**config.mk**
```make
export PLATFORM = sky130hd
export DESIGN_NAME = logic_unit_serial_flat
export DESIGN_NICKNAME = d
export VERILOG_FILES = /design/src/rtl/logic_unit_serial_if.sv /design/src/rtl/logic_unit_serial.sv /design/src/flat_wrapper.sv
export SDC_FILE = /design/constraint.sdc
export NUM_CORES = 1
export LEC_CHECK = 0
export ABC_AREA = 1
export CELL_PAD_IN_SITES_DETAIL_PLACEMENT = 1
export CELL_PAD_IN_SITES_GLOBAL_PLACEMENT = 1
export CORE_MARGIN = 2
export CORE_UTILIZATION = 35
export DETAILED_ROUTE_END_ITERATION = 10
export MAX_ROUTING_LAYER = met4
export PLACE_DENSITY_LB_ADDON = 0.1
export SETUP_SLACK_MARGIN = 0.2
export SYNTH_ARGS = -nofsm -noshare
export SYNTH_HDL_FRONTEND = slang
export SYNTH_SLANG_ARGS = --single-unit
```
**constraint.sdc**
```tcl
create_clock -name clk -period 3.2 [get_ports clk]
set_input_delay 0.48 -clock clk [delete_from_list [all_inputs] [get_ports clk]]
set_output_delay 0.48 -clock clk [all_outputs]
set_load 0.005 [all_outputs]
```
**src/rtl/logic_unit_serial_if.sv**
```systemverilog
// logic_unit_serial_if: request/result bundle for the serial logic unit.
//   master drives: start, op, A, B
//   slave drives:  busy, done, Result, zero, parity
// WIDTH must match the WIDTH of the logic_unit_serial instance it is attached to.
interface logic_unit_serial_if #(
    parameter int unsigned WIDTH = 16
);
    logic             start;
    logic [2:0]       op;
    logic [WIDTH-1:0] A;
    logic [WIDTH-1:0] B;
    logic             busy;
    logic             done;
    logic [WIDTH-1:0] Result;
    logic             zero;
    logic             parity;

    modport master (
        output start, op, A, B,
        input  busy, done, Result, zero, parity
    );

    modport slave (
        input  start, op, A, B,
        output busy, done, Result, zero, parity
    );
endinterface

```
**src/rtl/logic_unit_serial.sv**
```systemverilog
// logic_unit_serial: multi-cycle bitwise logic unit.
// Operands are latched on start (in IDLE) and one CHUNK-bit slice is processed per
// clock, LSB slice first, through a single shared CHUNK-bit logic core. The final
// result is registered together with zero/parity flags and announced by a one-cycle
// done strobe.
// Ports:
//   clk  - clock, all state changes on the rising edge
//   rst  - synchronous active-high reset
//   bus  - slave side of logic_unit_serial_if (start/op/A/B in,
//          busy/done/Result/zero/parity out)
// op: 000 XOR, 001 AND, 010 OR, 011 XNOR, 100 NAND, 101 NOR, 110 NOT A, 111 pass A.
// WIDTH must be a multiple of CHUNK.
module logic_unit_serial #(
    parameter int unsigned WIDTH = 16,
    parameter int unsigned CHUNK = 4
) (
    input logic               clk,
    input logic               rst,
    logic_unit_serial_if.slave bus
);

    localparam int unsigned N = WIDTH / CHUNK;
    localparam int unsigned CntW = (N > 1) ? $clog2(N) : 1;
    localparam logic [CntW-1:0] CntLast = CntW'(N - 1);

    typedef enum logic [1:0] {StIdle, StRun, StDone} state_e;

    state_e state_q, state_d;

    logic [CntW-1:0]  cnt_q, cnt_d;
    logic [2:0]       op_q, op_d;
    logic [WIDTH-1:0] a_q, a_d;
    logic [WIDTH-1:0] b_q, b_d;
    logic [WIDTH-1:0] work_q, work_d;
    logic [WIDTH-1:0] result_q, result_d;
    logic             zero_q, zero_d;
    logic             parity_q, parity_d;

    logic [CHUNK-1:0] a_slice, b_slice, res_slice;
    logic             last;

    // Shared CHUNK-bit logic core; slices never interact, so this is the whole datapath.
    function automatic logic [CHUNK-1:0] core(input logic [2:0] sel,
                                              input logic [CHUNK-1:0] x,
                                              input logic [CHUNK-1:0] y);
        logic [CHUNK-1:0] r;
        case (sel)
            3'b000:  r = x ^ y;
            3'b001:  r = x & y;
            3'b010:  r = x | y;
            3'b011:  r = ~(x ^ y);
            3'b100:  r = ~(x & y);
            3'b101:  r = ~(x | y);
            3'b110:  r = ~x;
            default: r = x;
        endcase
        return r;
    endfunction

    assign a_slice   = a_q[cnt_q*CHUNK +: CHUNK];
    assign b_slice   = b_q[cnt_q*CHUNK +: CHUNK];
    assign res_slice = core(op_q, a_slice, b_slice);
    assign last      = (cnt_q == CntLast);

    // FSM: state register
    always_ff @(posedge clk) begin
        if (rst) begin
            state_q <= StIdle;
        end else begin
            state_q <= state_d;
        end
    end

    // FSM: next state
    always_comb begin
        state_d = state_q;
        unique case (state_q)
            StIdle:  if (bus.start) state_d = StRun;
            StRun:   if (last) state_d = StDone;
            StDone:  state_d = StIdle;
            default: state_d = StIdle;
        endcase
    end

    // FSM: outputs
    always_comb begin
        bus.busy   = (state_q == StRun);
        bus.done   = (state_q == StDone);
        bus.Result = result_q;
        bus.zero   = zero_q;
        bus.parity = parity_q;
    end

    // Datapath next-state
    always_comb begin
        cnt_d    = cnt_q;
        op_d     = op_q;
        a_d      = a_q;
        b_d      = b_q;
        work_d   = work_q;
        result_d = result_q;
        zero_d   = zero_q;
        parity_d = parity_q;
        unique case (state_q)
            StIdle: begin
                if (bus.start) begin
                    op_d   = bus.op;
                    a_d    = bus.A;
                    b_d    = bus.B;
                    work_d = '0;
                    cnt_d  = '0;
                end
            end
            StRun: begin
                work_d[cnt_q*CHUNK +: CHUNK] = res_slice;
                cnt_d = last ? '0 : cnt_q + 1'b1;
                // Flags come from the completed word including the slice written this edge.
                if (last) begin
                    result_d = work_d;
                    zero_d   = ~|work_d;
                    parity_d = ^work_d;
                end
            end
            default: ;
        endcase
    end

    always_ff @(posedge clk) begin
        if (rst) begin
            cnt_q    <= '0;
            op_q     <= '0;
            a_q      <= '0;
            b_q      <= '0;
            work_q   <= '0;
            result_q <= '0;
            zero_q   <= 1'b1;
            parity_q <= 1'b0;
        end else begin
            cnt_q    <= cnt_d;
            op_q     <= op_d;
            a_q      <= a_d;
            b_q      <= b_d;
            work_q   <= work_d;
            result_q <= result_d;
            zero_q   <= zero_d;
            parity_q <= parity_d;
        end
    end

endmodule

```
**src/flat_wrapper.sv**
```systemverilog
// flat-port wrapper written by rule: the top's interface ports become plain ports
module logic_unit_serial_flat 
#(
    parameter int unsigned WIDTH = 16,
    parameter int unsigned CHUNK = 4
)
  (clk, rst, bus_start, bus_op, bus_A, bus_B, bus_busy, bus_done, bus_Result, bus_zero, bus_parity);
  logic_unit_serial_if #(.WIDTH(WIDTH)) bus_i ();
  input logic clk;
  input logic rst;
  input wire logic [$bits(bus_i.start)-1:0] bus_start;
  input wire logic [$bits(bus_i.op)-1:0] bus_op;
  input wire logic [$bits(bus_i.A)-1:0] bus_A;
  input wire logic [$bits(bus_i.B)-1:0] bus_B;
  output wire logic [$bits(bus_i.busy)-1:0] bus_busy;
  output wire logic [$bits(bus_i.done)-1:0] bus_done;
  output wire logic [$bits(bus_i.Result)-1:0] bus_Result;
  output wire logic [$bits(bus_i.zero)-1:0] bus_zero;
  output wire logic [$bits(bus_i.parity)-1:0] bus_parity;
  assign bus_i.start = bus_start;
  assign bus_i.op = bus_op;
  assign bus_i.A = bus_A;
  assign bus_i.B = bus_B;
  assign bus_busy = bus_i.busy;
  assign bus_done = bus_i.done;
  assign bus_Result = bus_i.Result;
  assign bus_zero = bus_i.zero;
  assign bus_parity = bus_i.parity;
  logic_unit_serial #(.WIDTH(WIDTH), .CHUNK(CHUNK)) u_core (.clk(clk), .rst(rst), .bus(bus_i));
endmodule
```
Word-level counts from Yosys, hierarchy flattened
Cells that the tools add are included.

Reductions and logical operators: 10. Muxes and demuxes: 10. Eq/ne operators: 11. Shift operators: 4. Bitwise logic cells: 7. Div/mod/pow operators: 0. Add/sub/neg operators: 2. Multiply operators: 0. $lt $le $gt $ge: 0.

Operators by type and width (number): 4-bit negation with 34-bit output (1); 4-bit by 34-bit variable shift with 16-bit output, first input constant (1); 4-bit by 34-bit variable part select with 16-bit output (1); 16-bit case mux with 2 select lines (1); 16-bit by 5-bit variable part select with 4-bit output (2); 4-bit case mux with 7 select lines (1); 16-bit bitwise mux (1); 16-bit two-way mux (1); 4-bit inverter (4); 16-bit OR reduction (1); 16-bit XOR reduction (1); 3-bit equality test, second input constant (3); 2-bit two-way mux (4); 2-bit case mux with 2 select lines (2); 2-bit AND reduction (4); 3-bit by 2-bit equality test with 1-bit output, second input constant (2); 4-bit bitwise AND (1); 2-bit equality test, second input constant (2); 4-bit bitwise OR (1); 4-bit bitwise XOR (1); 3-bit by 1-bit equality test with 1-bit output, second input constant (1); 3-bit logical NOT (1); 2-bit by 1-bit adder with 2-bit output, second input constant (1); 2-bit by 1-bit equality test with 1-bit output, second input constant (1); 5 further kinds (5).

Memory bits (writable): 0. Memory bits (read-only): 0. Memories: 0. Output and inout port bits: 20. Register bits: 73. Bits in latches: 0.

Longest topological paths before layout
Depth after elaboration: 8. Gate-level depth with buffers: 22. Depth with buffers taken out: 22.

Worst setup path after synthesis
OpenSTA, ideal clock, no wires.

Kind: register to register. Start: register u_core.cnt_q[0]. End: register u_core.parity_q (netlist: u_core.bus.parity). Period minus slack after synthesis: 3132 ps. Setup slack: 68 ps. Library setup time: 116 ps. Buffers on the path: 2. Cell stages (with the launch flop): 19. Arrival time: 3016 ps. Cell sequence: dfxtp_1 buf_4 clkbuf_1 nand2_1 a32oi_1 inv_1 ha_1 a21oi_1 nor2_1 nand3_1 nand4_1 o21ai_1 inv_1 ha_1 xnor2_1 xnor2_1 xnor2_1 o21ai_0 inv_1.

Word-level cells in the longest chain between the ends: 7. Elaborated cells on any way between the ends: 17. Those cells by class: 1 x add/sub; 1 x eq/ne; 4 x shift; 2 x mux; 7 x bitwise; 2 x reduce/logical.

Ends and longest elaborated chain: from (decl) (RTL line logic_unit_serial.sv:30) `logic [CntW-1:0] cnt_q, cnt_d;`; from (signal assigned) (RTL line logic_unit_serial.sv:139) `cnt_q <= cnt_d;`; 16-bit by 5-bit variable part select with 4-bit output, on equally long branches (RTL line logic_unit_serial.sv:60, logic_unit_serial.sv:61); 4-bit bitwise OR, or another cell as far along (RTL line logic_unit_serial.sv:50, logic_unit_serial.sv:53); 4-bit inverter, on equally long branches (RTL line logic_unit_serial.sv:53, logic_unit_serial.sv:51, logic_unit_serial.sv:52); 4-bit case mux with 7 select lines (RTL line logic_unit_serial.sv:47) `case (sel)`; 4-bit by 34-bit variable part select with 16-bit output (RTL line logic_unit_serial.sv:115) `work_d[cnt_q*CHUNK +: CHUNK] = res_slice;`; 16-bit bitwise mux (RTL line logic_unit_serial.sv:115); 16-bit XOR reduction (RTL line logic_unit_serial.sv:121) `parity_d = ^work_d;`; to (signal assigned) (RTL line logic_unit_serial.sv:146) `parity_q <= parity_d;`; to (decl) (RTL line logic_unit_serial.sv:37) `logic parity_q, parity_d;`.

Parallel ways exist; a longest one is shown, timed or not. A chain may end at the register's enable or synchronous reset.

Worst setup path in the final report
Same ends and word-level chain as after synthesis.

==> out/results.tsv <==
stage	metric	value	unit
global_route	grt_pass1_vias	3991	
cells_and_area	syn2layout_area_growth	33.6	%
global_route	grt_pass1_wl	19600	um
worst_setup_path	cp_common_cell	inv_1	
timing	final_max_slew_viol_count	0	
cts	numClockSinks	73	
global_route	grt_max_degree	53	
cts	clockBufferDepth	2	
worst_setup_path	cp.arrival	3320	ps
timing	max_freq	0.328	GHz
cts	cts-root-buf	clkbuf_8	
placement	numPortBuffers	57	
worst_setup_path	required	3470	ps
timing	worst_slack	150	ps
hold_path	min_path_type	register to register	
cells_and_area	insertedDiodeCount	0	
cts	clk_pin_slew	80	ps
logic_synthesis	yosysUniqueCellTypes	28	
worst_setup_path	worstPathCellList	buf_6 -> a21oi_1 -> a32oi_1 -> buf_4 -> inv_1 -> ha_1 -> inv_1 -> nand2_1 -> nand2_1 -> nor2_1 -> nand3_1 -> nand4_1 -> o21bai_1 -> inv_1 -> ha_4 -> xnor2_2 -> xnor2_1 -> xnor2_1 -> o21ai_1 -> inv_1	
run	drv_cap	0	
power	seq_power_share	0.424	
floorplanning	die_h	109	um
logic_synthesis	ys_ff_latch	73	
timing	tightest_slew	814	ps
timing	slew_headroom	0.457	
floorplanning	ios	58	
global_route	grt_usage	0.220	
floorplanning	rows	38	
routing	vias_per_cell	4.87	
logic_synthesis	synthTopCellsByArea	dfxtp_1, nand2_1, nor2_1	
logic_synthesis	synth_sequential_area_ratio	0.380	
routing	avgRoutedWirePerCell	14.9	um
routing	vias	3829	
logic_synthesis	yosys-top-cells-count	nand2_1, nor2_1, dfxtp_1	
logic_synthesis	postSynthCellCount	564	
logic_synthesis	syn_area_per_cell	6.81	um^2
hold_path	holdCritStartpoint	u_core.work_q[15]	
worst_setup_path	setup.worst_path.start	u_core.cnt_q[0]	
logic_synthesis	async_flop_share	0	
global_route	antenna_found_initial	0	
worst_setup_path	critPathKind	register to register	
cells_and_area	fin_area	5130	um^2
power	p_int	1.62	mW
cts	h-tree-depth	3	
logic_synthesis	synth_edf_count	0	
floorplanning	core	10800	um^2
logic_synthesis	synth_top_area_frac	0.380	
power	peakVddDrop	0.000284	V
power	swShare	0.306	
status	status	complete, no violations	
placement	dp_slack	-33.8	ps
timing	period_needed	3050	ps
cts	cts_tree	yes	
cells_and_area	layout.nets	702	
worst_setup_path	rr_startpoint	u_core.cnt_q[0]	
timing	rsz0062_at_grt	yes	
routing	routed_wl	11700	um
logic_synthesis	yosysWarningCount	0	
worst_setup_path	crit_slowest_cell	dfxtp_4	
logic_synthesis	syn_area	3840	um^2
floorplanning	die-area	11800	um^2
placement	postPlaceCellArea	4640	um^2
timing	setup_violations	0	
logic_synthesis	yosys.cell_count.top_type	nand2_1	
cells_and_area	drive_above_1_share	0.130	
worst_setup_path	end_kind	register	
power	p_switching	0.715	mW
routing	drt_iter0_markers	107	
placement	gp_congestion	0.831	
global_route	grt-ovfl-total	0	
timing	fin_crit_sh	0.953	
routing	ant_nets	0	
floorplanning	die_x	109	um
worst_setup_path	start_kind	register	
power	power_frac_comb	0.224	
cells_and_area	num-fill-cells	1351	
placement	place_hpwl	8330	um
logic_synthesis	synth.net_count	624	
worst_setup_path	crit_path_max_incr_delay	420	ps
logic_synthesis	synthFlopType	dfxtp_1	
timing	holdWs	468	ps
routing	drc_errors	0	
routing	drt_pass1_iterations	4	
logic_synthesis	synth_largest_area_cell	dfxtp_1	
floorplanning	start_util	0.356	
power	p_clk_frac	0.352	
power	p_leak	2.18	nW
cts	clk_latency	380	ps
timing	hold_viol_final	0	
power	power_density	456	nW/um^2
cts	numCtsBuffers	9	
worst_setup_path	cp_max_fo	7	
timing	clock_skew	12.9	ps
worst max-delay path: cells and delay by family, from the launching register on:
kind	cells	cell delay, ps
buffers and inverters	6	530
xor gates and xnor gates	3	460
and+or+nand+nor	5	430
DFF	1	420
AOI/OAI and AO/OA	4	620
adders and majority gates	2	500
repair_timing:
| item | in CTS | in global routing |
|---|---|---|
| hold buffers | 0 | 0 |
| setup buffers | 10 | 1 |
| cloned | 1 | 0 |
| endpoints found under the setup margin | 1 | 1 |
| endpoints found under the hold margin | 0 | 0 |
| pin swaps | 19 | 10 |
| resized for setup | 20 | 12 |
cell families after synthesis:
family	after synthesis	share of synthesized area
flip-flops	73	0.380
XOR/XNOR	7	0.0160
AND/OR/NAND/NOR	259	0.278
buffers and inverters	98	0.101
AO/OA/AOI/OAI	105	0.154
adder cells (fa/ha/maj)	22	0.0717
power by group through the flow:
stage	Clock, mW	Combinational [mW]	Sequential, mW
3_3_place_gp	0	0.462	1.01
6_report	0.822	0.525	0.992
4_1_cts	0.849	0.490	0.992
2_1_floorplan	0	0.323	0.993
5_1_grt	0.888	0.598	0.998
3_5_place_dp	0	0.472	1.01
worst paths after layout:
kind                       end  slack (ps)  depth (start not counted)
max          u_core.bus.parity         150                         20
min          u_core.work_q[15]         470                          2
max reg2reg  u_core.bus.parity         150                         20
min reg2reg  u_core.work_q[15]         470                          2
through the flow:
stage / setup TNS (ps) / instances / total power, mW / utilization
2_1_floorplan: 0 / 564 / 1.32 / -
3_3_place_gp: 0 / 758 / 1.47 / 0.430
3_5_place_dp: -33.8 / 758 / 1.48 / 0.430
4_1_cts: 0 / 785 / 2.33 / 0.466
5_1_grt: -99.2 / 787 / 2.49 / 0.476
6_report: 0 / 787 / 2.34 / 0.476
layout by cell type, fill, tap and decap left out, types with 4 or more instances in the layout:
master	n
nand2_1	111
nor2_1	90
dfxtp_1	72
inv_1	65
clkdlybuf4s50_1	57
o21ai_0	49
nand3_1	37
buf_4	33
a21oi_1	26
ha_1	16
nand4_1	11
o21bai_1	11
clkbuf_8	9
o21ai_2	8
ha_4	6
o21ai_1	4
final cells by class:
class / instances / area [um^2] / area share
Multi-Input combinational cell: 393 / 2130 / 0.415
Inverter: 72 / 280 / 0.0546
Clock buffer: 10 / 128 / 0.0249
Tap cell: 140 / 175 / 0.0341
Timing Repair Buffer: 93 / 861 / 0.168
Clock inverter: 6 / 91.3 / 0.0178
Sequential cell: 73 / 1470 / 0.285
routing by layer:
metal,up-vias,share of wire,track usage
li1,1962,-,-
met1,1805,0.49,0.282
met2,48,0.46,0.346
met3,14,0.030,0.0532
met4,0,0.013,0.0595
met5,-,0,-
sequential cells by signal (all words and copies together), names as in the netlist, 2 cells and up:
register / flops
u_core.a_q: 16
u_core.b_q: 16
u_core.state_q: 2
u_core.cnt_q: 2
u_core.op_q: 3
u_core.bus.Result: 16
u_core.work_q: 16
(Power assumes the default switching activity.)
